### src/rtl/rst_seq_ctrl.sv
// -----------------------------------------------------------------------------
// rst_seq_ctrl
//
// Staged reset sequencer. Holds all reset channels asserted until the debounced
// push-button and the PLL lock are both good. It then waits HOLD_CNT cycles and
// releases the channels one at a time, GAP_CNT cycles apart, starting with
// channel 0. Losing either start condition at any point after ASSERT reasserts
// every channel on the next edge and discards any partial progress.
//
// Optional feature (compile-time macro RST_SEQ_SWRST_EN):
//   Adds sw_rst_req_i. A one-cycle pulse in HOLD, RELEASE or RUN forces ASSERT.
//   The sequencer then stays in ASSERT for HOLD_CNT cycles, whatever go says.
//   Without the macro the port does not exist.
//
// Parameters
//   N_CH      number of staged reset channels (1..8)
//   HOLD_CNT  cycles in HOLD before the first release (>=1)
//   GAP_CNT   cycles between successive channel releases (>=1)
//   DEB_CNT   button debounce stability window in cycles (>=1)
//
// Ports
//   clk_i         in   1     block clock
//   rst_i         in   1     asynchronous active-high reset
//   btn_rst_n_i   in   1     asynchronous push-button, low = pressed
//   pll_locked_i  in   1     asynchronous PLL lock, high = locked
//   sw_rst_req_i  in   1     software reset pulse (RST_SEQ_SWRST_EN only)
//   rst_o         out  N_CH  per-channel reset, active-high, registered
//   ready_o       out  1     high in RUN, when all channels are released
//   state_o       out  2     0 ASSERT, 1 HOLD, 2 RELEASE, 3 RUN
// -----------------------------------------------------------------------------
module rst_seq_ctrl #(
   parameter int unsigned N_CH     = 4,
   parameter int unsigned HOLD_CNT = 50,
   parameter int unsigned GAP_CNT  = 16,
   parameter int unsigned DEB_CNT  = 8
) (
   input  logic            clk_i,
   input  logic            rst_i,
   input  logic            btn_rst_n_i,
   input  logic            pll_locked_i,
`ifdef RST_SEQ_SWRST_EN
   input  logic            sw_rst_req_i,
`endif
   output logic [N_CH-1:0] rst_o,
   output logic            ready_o,
   output logic [1:0]      state_o
);

   // One counter width for every counter: wide enough for the largest
   // parameter, plus one bit of headroom so compares never see a wrap.
   localparam int unsigned MAX_HG = (HOLD_CNT > GAP_CNT) ? HOLD_CNT : GAP_CNT;
   localparam int unsigned MAX_HD = (MAX_HG > DEB_CNT) ? MAX_HG : DEB_CNT;
   localparam int unsigned MAX_P  = (MAX_HD > N_CH) ? MAX_HD : N_CH;
   localparam int unsigned CW     = $clog2(MAX_P) + 1;

   typedef enum logic [1:0] {
      StAssert  = 2'd0,
      StHold    = 2'd1,
      StRelease = 2'd2,
      StRun     = 2'd3
   } state_t;

   // ---------------------------------------------------------------------------
   // Input synchronizers. They reset to 0, so both start conditions read as
   // "not good" straight out of reset.
   // ---------------------------------------------------------------------------
   logic btn_s1, btn_s2;
   logic lock_s1, lock_s2;

   always_ff @(posedge clk_i or posedge rst_i) begin
      if (rst_i) begin
         btn_s1  <= 1'b0;
         btn_s2  <= 1'b0;
         lock_s1 <= 1'b0;
         lock_s2 <= 1'b0;
      end else begin
         btn_s1  <= btn_rst_n_i;
         btn_s2  <= btn_s1;
         lock_s1 <= pll_locked_i;
         lock_s2 <= lock_s1;
      end
   end

   // ---------------------------------------------------------------------------
   // Button debounce. btn_f follows btn_s2 only once btn_s2 has disagreed with
   // it for DEB_CNT consecutive cycles. Any agreeing cycle restarts the window.
   // ---------------------------------------------------------------------------
   logic          btn_f_q, btn_f_d;
   logic [CW-1:0] deb_q, deb_d;

   always_comb begin
      btn_f_d = btn_f_q;
      deb_d   = '0;
      if (btn_s2 != btn_f_q) begin
         if (deb_q >= CW'(DEB_CNT - 1)) begin
            btn_f_d = btn_s2;
         end else begin
            deb_d = deb_q + 1'b1;
         end
      end
   end

   always_ff @(posedge clk_i or posedge rst_i) begin
      if (rst_i) begin
         btn_f_q <= 1'b0;
         deb_q   <= '0;
      end else begin
         btn_f_q <= btn_f_d;
         deb_q   <= deb_d;
      end
   end

   logic go;
   assign go = btn_f_q & lock_s2;

   // ---------------------------------------------------------------------------
   // Software reset. sw_hit forces ASSERT. sw_block keeps the sequencer in
   // ASSERT for HOLD_CNT cycles afterwards.
   // ---------------------------------------------------------------------------
   state_t state_q, state_d;
   logic   sw_hit;
   logic   sw_block;

`ifdef RST_SEQ_SWRST_EN
   logic [CW-1:0] swc_q;

   assign sw_hit   = sw_rst_req_i && (state_q != StAssert);
   assign sw_block = (swc_q != '0);

   always_ff @(posedge clk_i or posedge rst_i) begin
      if (rst_i) begin
         swc_q <= '0;
      end else if (sw_hit) begin
         swc_q <= CW'(HOLD_CNT);
      end else if (swc_q != '0) begin
         swc_q <= swc_q - 1'b1;
      end
   end
`else
   assign sw_hit   = 1'b0;
   assign sw_block = 1'b0;
`endif

   // ---------------------------------------------------------------------------
   // Sequencer FSM
   // ---------------------------------------------------------------------------
   logic [CW-1:0]   cnt_q, cnt_d;    // HOLD / gap cycle counter
   logic [CW-1:0]   k_q, k_d;        // index of the most recently released channel
   logic [N_CH-1:0] rst_q, rst_d;
   logic            ready_q, ready_d;
   logic            abort;

   assign abort = !go || sw_hit;

   always_comb begin
      state_d = state_q;
      cnt_d   = cnt_q;
      k_d     = k_q;

      unique case (state_q)
         StAssert: begin
            cnt_d = '0;
            k_d   = '0;
            if (go && !sw_block) begin
               state_d = StHold;
            end
         end

         StHold: begin
            if (abort) begin
               state_d = StAssert;
               cnt_d   = '0;
               k_d     = '0;
            end else if (cnt_q >= CW'(HOLD_CNT - 1)) begin
               state_d = StRelease;
               cnt_d   = '0;
               k_d     = '0;
            end else begin
               cnt_d = cnt_q + 1'b1;
            end
         end

         StRelease: begin
            if (abort) begin
               state_d = StAssert;
               cnt_d   = '0;
               k_d     = '0;
            end else if (k_q >= CW'(N_CH - 1)) begin
               // Last channel released on the previous edge; no gap wait.
               state_d = StRun;
               cnt_d   = '0;
            end else if (cnt_q >= CW'(GAP_CNT - 1)) begin
               k_d   = k_q + 1'b1;
               cnt_d = '0;
            end else begin
               cnt_d = cnt_q + 1'b1;
            end
         end

         StRun: begin
            cnt_d = '0;
            if (abort) begin
               state_d = StAssert;
               k_d     = '0;
            end
         end

         default: begin
            state_d = StAssert;
            cnt_d   = '0;
            k_d     = '0;
         end
      endcase
   end

   // Outputs are decoded from the next state. Each registered output then
   // changes on the same edge as the state it belongs to.
   always_comb begin
      rst_d   = '1;
      ready_d = 1'b0;
      unique case (state_d)
         StAssert, StHold: begin
            rst_d = '1;
         end
         StRelease: begin
            for (int i = 0; i < int'(N_CH); i++) begin
               rst_d[i] = (CW'(i) > k_d);
            end
         end
         StRun: begin
            rst_d   = '0;
            ready_d = 1'b1;
         end
         default: begin
            rst_d = '1;
         end
      endcase
   end

   always_ff @(posedge clk_i or posedge rst_i) begin
      if (rst_i) begin
         state_q <= StAssert;
         cnt_q   <= '0;
         k_q     <= '0;
         rst_q   <= '1;
         ready_q <= 1'b0;
      end else begin
         state_q <= state_d;
         cnt_q   <= cnt_d;
         k_q     <= k_d;
         rst_q   <= rst_d;
         ready_q <= ready_d;
      end
   end

   assign rst_o   = rst_q;
   assign ready_o = ready_q;
   assign state_o = state_q;

endmodule
### config.mk
export PLATFORM = sky130hd
export DESIGN_NAME = rst_seq_ctrl
export DESIGN_NICKNAME = d
export VERILOG_FILES = /design/src/rtl/rst_seq_ctrl.sv
export SDC_FILE = /design/constraint.sdc
export NUM_CORES = 1
export LEC_CHECK = 0
export ABC_CLOCK_PERIOD_IN_PS = 3100
export BUFFER_PORTS_ARGS = -buffer_cell sky130_fd_sc_hd__buf_4
export CAP_MARGIN = 20
export CORE_MARGIN = 4
export CORE_UTILIZATION = 50
export CTS_CLUSTER_SIZE = 24
export DETAILED_ROUTE_END_ITERATION = 10
export GPL_TIMING_DRIVEN = 0
export PLACE_DENSITY = 0.68
export SYNTH_ARGS = -nofsm -noshare
export SYNTH_HDL_FRONTEND = slang
export SYNTH_SLANG_ARGS = --single-unit
### constraint.sdc
create_clock -name clk_i -period 3.1 [get_ports clk_i]
set_input_delay 0.62 -clock clk_i [delete_from_list [all_inputs] [get_ports clk_i]]
set_output_delay 0.62 -clock clk_i [all_outputs]
set_load 0.01 [all_outputs]
==> results.yml, run 1 <==
die:
  pin_count: 11
  die_h_um: 60.8
  coreArea_sq_um: 2570
  die_w_um: 60.8
  initial_core_util: 0.544
  rows: 18
  die_area_sq_um: 3700
synthesis:
  synth_edf_count: 0
  synth.most_common_cell: "dfrtp_1"
  yosys_warnings: 0
  synth-xor-area-share: 0.0376
  avgSynthCellArea_sq_um: 12.2
  muxShareOfSynthArea: 0.00806
  synth-simple-area-share: 0.187
  synthAdderAreaFrac: 0.0358
  yosys.area.top_type: "dfrtp_1"
  netlist_area_sq_um: 1400
  ys_seq_area_frac: 0.595
  ys_async_sr_fraction: 1.00
  synth_top_area_share: 0.520
  yosys_register_bits: 33
  syn_inst: 114
  synth_compound_area_frac: 0.112
  ys_top_cells_by_count: "29 x dfrtp_1, 10 x nor2_1, 7 x inv_1"
  ys.flop_type: "dfrtp_1"
  synth_top_family_by_area: "simple AND/OR/NAND/NOR gates"
  yosysUniqueCellTypes: 43
  synth_area_leaders: "dfrtp_1 52%, dfstp_2 7.5%, ha_1 3.6%"
clock_tree:
  htreeDepth: 2
  cts_buffer_depth: 2
  cts-buffers-inserted: 5
  hold_buffers: 0
  post_cts_resized: 0
  post_cts_buffers: 0
  cts_tree: "done"
  cts_num_sinks: 33
  clk_pin_slew_ns: 0.09
  clk_latency_ns: 0.33
  root_buffer: "clkbuf_4"
layout:
  final_cells: 167
  drive_above_1_share: 0.234
  syn2layout_area_growth_pct: 14.8
  fin_area_sq_um: 1600
  nNetsFinal: 144
  n_antenna_cell: 0
  fillers: 224
global_routing:
  first_global_vias: 920
  gr-total-overflow: 0
  antenna_found_initial: 0
  grt_pass1_wl_um: 4080
  grt_max_degree: 25
  track_usage: 0.155
sta:
  rsz0062_at_grt: "no"
  drv_slew: 0
  skew_ns: 0.0100
  setup_slack_ns: 0.981
  maxSlewHeadroom: 0.667
  fmax_mhz: 472
  period_share: 0.684
  period_minus_slack_ns: 2.12
  setup_viol: 0
  hold_viol: 0
  finalSetupTns_ns: 0
  worstMarginPinSlew_ns: 0.499
placed_design:
  gp_congestion: 0.805
  dp_hpwl_um: 1650
  io_buffers: 10
  placed_area_sq_um: 1550
  pre_cts_slack_ns: 1.00
  dp_cells: 159
route:
  drt_wl_total_um: 2310
  drc: 0
  drtIter0Drc: 24
  firstDrtPassIters: 5
  vias_per_cell: 5.33
  wl_per_cell_um: 13.8
  ant_nets: 0
  num_vias: 890
setup_path:
  crit_fanout: 5
  critPathArrivalTime_ns: 2.37
  r2r-start: "k_q[0]"
  cp.required_ns: 3.35
  reg2reg_depth: 5
  setup.worst_path.start_class: "register"
  end_kind: "register"
  r2r_slack_ns: 0.98
  path_class: "register to register"
  rr_endpoint: "rst_o[1]"
power:
  vdd_drop_max_mv: 0.348
  p_leak_nw: 0.754
  power_density_nw_per_um2: 444
outcome:
  status: "complete, no violations"
hold_path:
  hold_class: "primary input to asynchronous set/reset pin"
run:
  drv_cap: 0
-- power by group --
group	internal, W	switching [W]	total [W]	leakage [nW]
clock	0.0000862	0.000138	0.000224	0.0320
combinational	0.0000178	0.0000213	0.0000391	0.299
sequential	0.000440	0.00000814	0.000448	0.423
total	0.000544	0.000167	0.000711	0.754
-- metal layers --
metal  up-vias  wire length [um]  GRT usage
met5         -                 0          0
met1       428              1100      0.193
met2        20              1020      0.240
met4         0                53     0.0836
met3         5               123     0.0511
li1        437                 -          -
-- worst max-delay path, stage by stage (launching register included) --
cell     delay (ns)
dfrtp_1        0.44
ha_1           0.22
or4_4          0.53
or4_4          0.44
o211a_4        0.18
o31ai_4        0.23
-- metrics by stage --
| step | total power (W) | hold WS, ns | utilization |
|---|---|---|---|
| 2_1_floorplan | 0.000479 | 0.331 | - |
| 3_3_place_gp | 0.000490 | 0.336 | 0.594 |
| 3_5_place_dp | 0.000496 | 0.346 | 0.604 |
| 4_1_cts | 0.000723 | 0.295 | 0.624 |
| 5_1_grt | 0.000750 | 0.306 | 0.624 |
| 6_report | 0.000711 | 0.291 | 0.624 |
-- flip-flops by register name, indices dropped and copies added, names as in the netlist --
signal	flops
k_q	7
btn_s2	1
cnt_q	7
deb_q	7
state_o	2
btn_f_q	1
lock_s2	1
ready_o	1
lock_s1	1
rst_o	4
btn_s1	1
-- cells by family (layout without fill, tap and decap cells) --
| group | count (synthesis) | in the layout |
|---|---|---|
| simple gates | 43 | 43 |
| flops | 33 | 33 |
| compound gates | 18 | 18 |
| buf+inv | 8 | 27 |
| xor+xnor | 6 | 6 |
| fa+ha+maj | 4 | 4 |
| other cells | 1 | 5 |
| mux | 1 | 1 |
-- placed cells by master, fill, tap and decap left out, drive strengths merged, types with 2 or more instances in the layout --
master / instances
a32oi: 2
and2: 7
and3: 3
buf: 11
clkbuf: 7
clkinv: 2
conb: 5
dfrtp: 29
dfstp: 4
ha: 4
inv: 7
nand2: 3
nand3: 5
nand4: 2
nor2: 10
nor3: 2
nor4b: 2
o21ai: 5
or3: 2
or4: 2
xnor2: 4
xor2: 2
-- worst max-delay path by stage --
stage             start  endpoint  slack (ns)
2_1_floorplan    k_q[0]  rst_o[1]        1.11
6_report         k_q[0]  rst_o[1]        0.98
4_1_cts          k_q[0]  rst_o[1]        0.97
5_1_grt        cnt_q[1]    k_q[2]        0.89
3_3_place_gp     k_q[0]  rst_o[1]        1.03
3_5_place_dp     k_q[0]  rst_o[1]        1.00
-- final cells by class --
class	instances	area [sq um]	share of cell area
Inverter	7	26.3	0.0164
Clock inverter	2	10.0	0.00625
Clock buffer	6	41.3	0.0258
Tap cell	30	37.5	0.0234
Multi-Input combinational cell	77	551	0.343
Sequential cell	33	831	0.518
Timing Repair Buffer	11	103	0.0640
Buffer	1	3.75	0.00234
Power figures use the tool's default switching activity.
==> inputs of run 2 (changes only) <==
--- a/config.mk
+++ b/config.mk
@@ -5,7 +5,8 @@
 export SDC_FILE = /design/constraint.sdc
 export NUM_CORES = 1
 export LEC_CHECK = 0
-export ABC_CLOCK_PERIOD_IN_PS = 3100
+export ABC_AREA = 1
+export ABC_CLOCK_PERIOD_IN_PS = 2100
 export BUFFER_PORTS_ARGS = -buffer_cell sky130_fd_sc_hd__buf_4
 export CAP_MARGIN = 20
 export CORE_MARGIN = 4
==> constraint.sdc (replaced) <==
create_clock -name clk_i -period 2.1 [get_ports clk_i]
set_input_delay 0.42 -clock clk_i [delete_from_list [all_inputs] [get_ports clk_i]]
set_output_delay 0.42 -clock clk_i [all_outputs]
set_load 0.01 [all_outputs]
==> run 2 against run 1 <==
Maximum frequency rose by 27%. Hold slack lost 0.15 ns. Die area up 2.4%. Largest power group unchanged.
==> results.yml, run 2 <==
placed_design:
  io_buffers: 10
  pre_cts_slack_ns: 0.456
  placed_area_sq_um: 1590
  gp_congestion: 0.815
  dp_hpwl_um: 1760
setup_path:
  reg2reg_depth: 10
  cp.required_ns: 2.37
  crit_fanout: 5
  path_class: "register to register"
  rr_endpoint: "rst_o[1]"
  r2r_slack_ns: 0.43
  critPathArrivalTime_ns: 1.94
  end_kind: "register"
  setup.worst_path.start_class: "register"
  r2r-start: "cnt_q[0]"
synthesis:
  synth_top_area_share: 0.506
  yosys_warnings: 0
  ys.flop_type: "dfrtp_1"
  ys_async_sr_fraction: 1.00
  yosys.area.top_type: "dfrtp_1"
  netlist_area_sq_um: 1440
  synth_area_leaders: "dfrtp_1 51%, dfstp_2 7.3%, nor2_1 6.8%"
  ys_top_cells_by_count: "29 x dfrtp_1, 26 x nor2_1, 23 x nand2_1"
  yosys_register_bits: 33
  ys_seq_area_frac: 0.579
  synth.most_common_cell: "dfrtp_1"
  synth_edf_count: 0
  yosysUniqueCellTypes: 26
  avgSynthCellArea_sq_um: 9.90
  syn_inst: 145
route:
  drc: 0
  num_vias: 963
  vias_per_cell: 4.84
  ant_nets: 0
  drtIter0Drc: 20
  wl_per_cell_um: 11.5
  firstDrtPassIters: 2
  drt_wl_total_um: 2300
sta:
  period_share: 0.794
  rsz0062_at_grt: "no"
  period_minus_slack_ns: 1.67
  setup_slack_ns: 0.433
  hold_viol: 0
  skew_ns: 0.00590
  maxSlewHeadroom: 0.609
  finalSetupTns_ns: 0
  setup_viol: 0
  worstMarginPinSlew_ns: 0.586
  drv_slew: 0
  fmax_mhz: 600
clock_tree:
  cts_buffer_depth: 2
  cts-buffers-inserted: 5
  cts_num_sinks: 33
  clk_pin_slew_ns: 0.10
  root_buffer: "clkbuf_4"
  post_cts_resized: 0
  post_cts_buffers: 0
  clk_latency_ns: 0.33
  hold_buffers: 0
  htreeDepth: 2
  cts_tree: "done"
layout:
  final_common_cell: "dfrtp_1"
  syn2layout_area_growth_pct: 18.0
  fin_area_sq_um: 1690
  drive_above_1_share: 0.262
  reg_top3: "cnt_q (7), deb_q (7), k_q (7)"
  fin_util: 0.614
  nNetsFinal: 175
  final_cell_mix: "29 x dfrtp_1, 26 x nor2_1, 23 x nand2_1"
  fillers: 227
  n_antenna_cell: 0
die:
  pin_count: 11
  die_w_um: 61.6
  coreArea_sq_um: 2760
  die_h_um: 61.6
  rows: 19
  initial_core_util: 0.520
  die_area_sq_um: 3790
power:
  p_leak_nw: 0.834
  vdd_drop_max_mv: 1.04
  power_density_nw_per_um2: 772
global_routing:
  gr-total-overflow: 0
  antenna_found_initial: 0
  grt_max_degree: 21
  grt_pass1_wl_um: 4170
  track_usage: 0.156
  first_global_vias: 970
outcome:
  status: "complete, no violations"
run:
  drv_cap: 0
hold_path:
  hold_class: "primary input to asynchronous set/reset pin"
## run 2: critical path: stages (launching register included)
cell     delay (ns)
dfrtp_1        0.45
ha_1           0.25
nand3_1        0.13
nand3_2        0.13
nor2_2         0.16
nor2_1         0.07
nor2_1         0.12
nor2_2         0.04
nand2_1        0.10
nand3_1        0.09
nand2_1        0.07
## run 2: cell type report
class | count | area, sq um | area share
Sequential cell | 33 | 831 | 0.490
Inverter | 22 | 82.6 | 0.0487
Clock buffer | 5 | 37.5 | 0.0222
Multi-Input combinational cell | 94 | 537 | 0.317
Timing Repair Buffer | 11 | 103 | 0.0606
Tap cell | 31 | 38.8 | 0.0229
Clock inverter | 3 | 65.1 | 0.0384
## run 2: metal layers
layer	global-route usage	vias up	wire (um)
li1	-	484	-
met1	0.173	460	962
met2	0.259	15	1200
met3	0.0692	4	106
met4	0.0636	0	31
met5	0	-	0
## run 2: kinds of logic (layout without fill, tap and decap cells)
kind of cell / after synthesis / after routing / synth area share
fa+ha+maj: 4 / 4 / 0.0349
compound gates: 9 / 9 / 0.0523
simple gates: 73 / 73 / 0.255
xor+xnor: 3 / 3 / 0.0183
flops: 33 / 33 / 0.579
buf+inv: 22 / 41 / 0.0575
other cells: 1 / 5 / 0.00261
## run 2: report_power, final
group          total [W]  internal [W]  switching (W)
combinational  0.0000637     0.0000240      0.0000397
sequential      0.000660      0.000651     0.00000909
clock           0.000584      0.000369       0.000215
## run 2: worst max-delay path by stage
stage	slack, ns	endpoint	depth (start not counted)	start
finish	0.43	rst_o[1]	10	cnt_q[0]
global route	0.28	rst_o[1]	10	cnt_q[0]
CTS	0.42	rst_o[1]	10	cnt_q[0]
detailed placement	0.46	rst_o[1]	10	cnt_q[0]
global placement	0.52	cnt_q[3]	7	k_q[1]
floorplan	0.66	cnt_q[3]	7	k_q[1]
## run 2: metrics by stage
step	std cells	total power (W)	hold slack, ns
after floorplan	149	0.000710	0.331
after detailed placement	191	0.000738	0.349
after global placement	190	0.000728	0.336
after CTS	199	0.00132	0.150
after global routing	199	0.00136	0.159
final	199	0.00131	0.144
==> inputs of run 3 (changes only) <==
--- a/config.mk
+++ b/config.mk
@@ -6,7 +6,7 @@
 export NUM_CORES = 1
 export LEC_CHECK = 0
 export ABC_AREA = 1
-export ABC_CLOCK_PERIOD_IN_PS = 2100
+export ABC_CLOCK_PERIOD_IN_PS = 1300
 export BUFFER_PORTS_ARGS = -buffer_cell sky130_fd_sc_hd__buf_4
 export CAP_MARGIN = 20
 export CORE_MARGIN = 4
@@ -14,7 +14,7 @@
 export CTS_CLUSTER_SIZE = 24
 export DETAILED_ROUTE_END_ITERATION = 10
 export GPL_TIMING_DRIVEN = 0
-export PLACE_DENSITY = 0.68
+export PLACE_DENSITY = 0.71
 export SYNTH_ARGS = -nofsm -noshare
 export SYNTH_HDL_FRONTEND = slang
 export SYNTH_SLANG_ARGS = --single-unit
==> constraint.sdc (replaced) <==
create_clock -name clk_i -period 1.3 [get_ports clk_i]
set_input_delay 0.26 -clock clk_i [delete_from_list [all_inputs] [get_ports clk_i]]
set_output_delay 0.26 -clock clk_i [all_outputs]
set_load 0.01 [all_outputs]
==> run 3 against run 2 <==
The flow now finishes with violations (negative setup slack). Via count is 8.7% higher. Maximum frequency increased by 5.8%. Sequential cell count unchanged. Die area stayed put. Power is 35% higher. Cell area rose by 14%. Utilization is 8.8 points higher. Clock skew grew 0.00084 ns. Critical path type unchanged. Critical endpoint unchanged. Largest power group unchanged.
==> results.yml, run 3 (same netlist as run 2, synthesis figures left out) <==
route:
  wl_per_cell_um: 13.0
  num_vias: 1047
  drtIter0Drc: 40
  drt_wl_total_um: 2760
  firstDrtPassIters: 4
  drc: 0
  vias_per_cell: 4.92
  ant_nets: 0
power:
  power_density_nw_per_um2: 914
  p_total_w: 0.00177
  vdd_drop_max_mv: 0.730
  p_leak_nw: 0.903
global_routing:
  antenna_found_initial: 0
  grt_pass1_wl_um: 4490
  track_usage: 0.168
  grt_max_degree: 26
  first_global_vias: 1054
  gr-total-overflow: 0
layout:
  n_antenna_cell: 0
  final_cell_mix: "28 x dfrtp_1, 19 x buf_4, 18 x inv_1"
  final_common_cell: "dfrtp_1"
  syn2layout_area_growth_pct: 35.0
  fillers: 202
  nNetsFinal: 190
  drive_above_1_share: 0.500
  reg_top3: "cnt_q (7), deb_q (7), k_q (7)"
run:
  drv_cap: 0
clock_tree:
  cts_buffer_depth: 2
  cts-buffers-inserted: 5
  root_buffer: "clkbuf_4"
  cts_tree: "done"
  clk_latency_ns: 0.32
  htreeDepth: 2
  clk_pin_slew_ns: 0.09
  cts_num_sinks: 33
die:
  coreArea_sq_um: 2760
  die_w_um: 61.6
  die_area_sq_um: 3790
  initial_core_util: 0.520
  die_h_um: 61.6
  pin_count: 11
  rows: 19
sta:
  setup_slack_ns: -0.276
  setup_viol: 20
  period_share: 1.21
  period_minus_slack_ns: 1.58
  drv_slew: 0
  hold_viol: 0
  skew_ns: 0.00674
  fmax_mhz: 635
  finalSetupTns_ns: -3.14
  rsz0062_at_grt: "yes"
setup_path:
  end_kind: "register"
  crit_path_max_incr_delay_ns: 0.40
  crit_slowest_cell: "dfrtp_1"
  path_buf_inv: 1
  path_class: "register to register"
  path_delay_family: "simple AND/OR/NAND/NOR gates"
  cp_cell_sequence: "ha_2 > nor2_2 > nand2_2 > nor2_4 > buf_6 > o21ai_2 > nand2_2 > nand2_2 > a21oi_4 > nand3_2 > nand2_2"
  crit_fanout: 3
  critPathArrivalTime_ns: 1.85
  cp.required_ns: 1.57
  setup.worst_path.start_class: "register"
  crit_top_cell: "nand2_2"
outcome:
  status: "complete, but fails checks"
  violations: "negative setup slack"
placed_design:
  gp_congestion: 0.788
  pre_cts_slack_ns: -0.297
  dp_hpwl_um: 1750
  io_buffers: 10
hold_path:
  hold_class: "primary input to register"
run 3: path summary, 6_finish.rpt:
check / from / endpoint / slack [ns] / cells past startpoint
worst max-delay path: k_q[0] / rst_o[1] / -0.28 / 11
worst min-delay path: pll_locked_i / lock_s1 / 0.03 / 1
worst max register to register: k_q[0] / rst_o[1] / -0.28 / 11
worst min register to register: lock_s1 / lock_s2 / 0.36 / 0
max in group asynchronous: rst_i / rst_o[1] / 0.29 / 4
min in group asynchronous: rst_i / btn_s2 / 0.47 / 3
run 3: worst reg2reg max path: stages, from the launching register on:
cell	delay (ns)
dfrtp_1	0.40
ha_2	0.19
nor2_2	0.09
nand2_2	0.07
nor2_4	0.15
buf_6	0.12
o21ai_2	0.05
nand2_2	0.07
nand2_2	0.06
a21oi_4	0.19
nand3_2	0.08
nand2_2	0.06
run 3: layout make-up:
cell class	count	area (sq um)	area share
sequential	33	832	0.429
multi-input combinational	94	688	0.355
timing repair buffer	26	236	0.122
inverter	22	87.6	0.0452
clock buffer	7	55.1	0.0284
tap	31	38.8	0.0200
run 3: layer usage:
layer,track usage,routed length [um],vias to the layer above
met3,0.0566,106,4
met5,0,0,-
met4,0.0879,36,0
met1,0.177,1050,512
met2,0.294,1560,16
li1,-,-,515
run 3: power breakdown:
| group | total [W] | internal, W | switching [W] |
|---|---|---|---|
| sequential | 0.00107 | 0.00105 | 0.0000158 |
| clock | 0.000569 | 0.000255 | 0.000314 |
| combinational | 0.000134 | 0.0000528 | 0.0000812 |
| total | 0.00177 | 0.00136 | 0.000411 |
run 3: metrics by stage:
| stage | instance area (sq um) | util | hold slack, ns | instances |
|---|---|---|---|---|
| 6_report | 1940 | 0.703 | 0.0344 | 213 |
| 3_5_place_dp | 1600 | 0.582 | 0.273 | 191 |
| 5_1_grt | 1940 | 0.703 | 0.00615 | 213 |
| 2_1_floorplan | 1460 | - | 0.291 | 149 |
| 3_3_place_gp | 1580 | 0.572 | 0.336 | 190 |
| 4_1_cts | 1780 | 0.647 | 0.0118 | 208 |
run 3: timing repair:
action                                 4_1_cts  5_1_grt
setup endpoints to repair                   21       23
hold buffers                                 1        0
endpoints found under the hold margin        8        0
cloned                                       0        0
resized for setup                           16       31
buffers inserted                             9        6
pin swaps                                   13       10
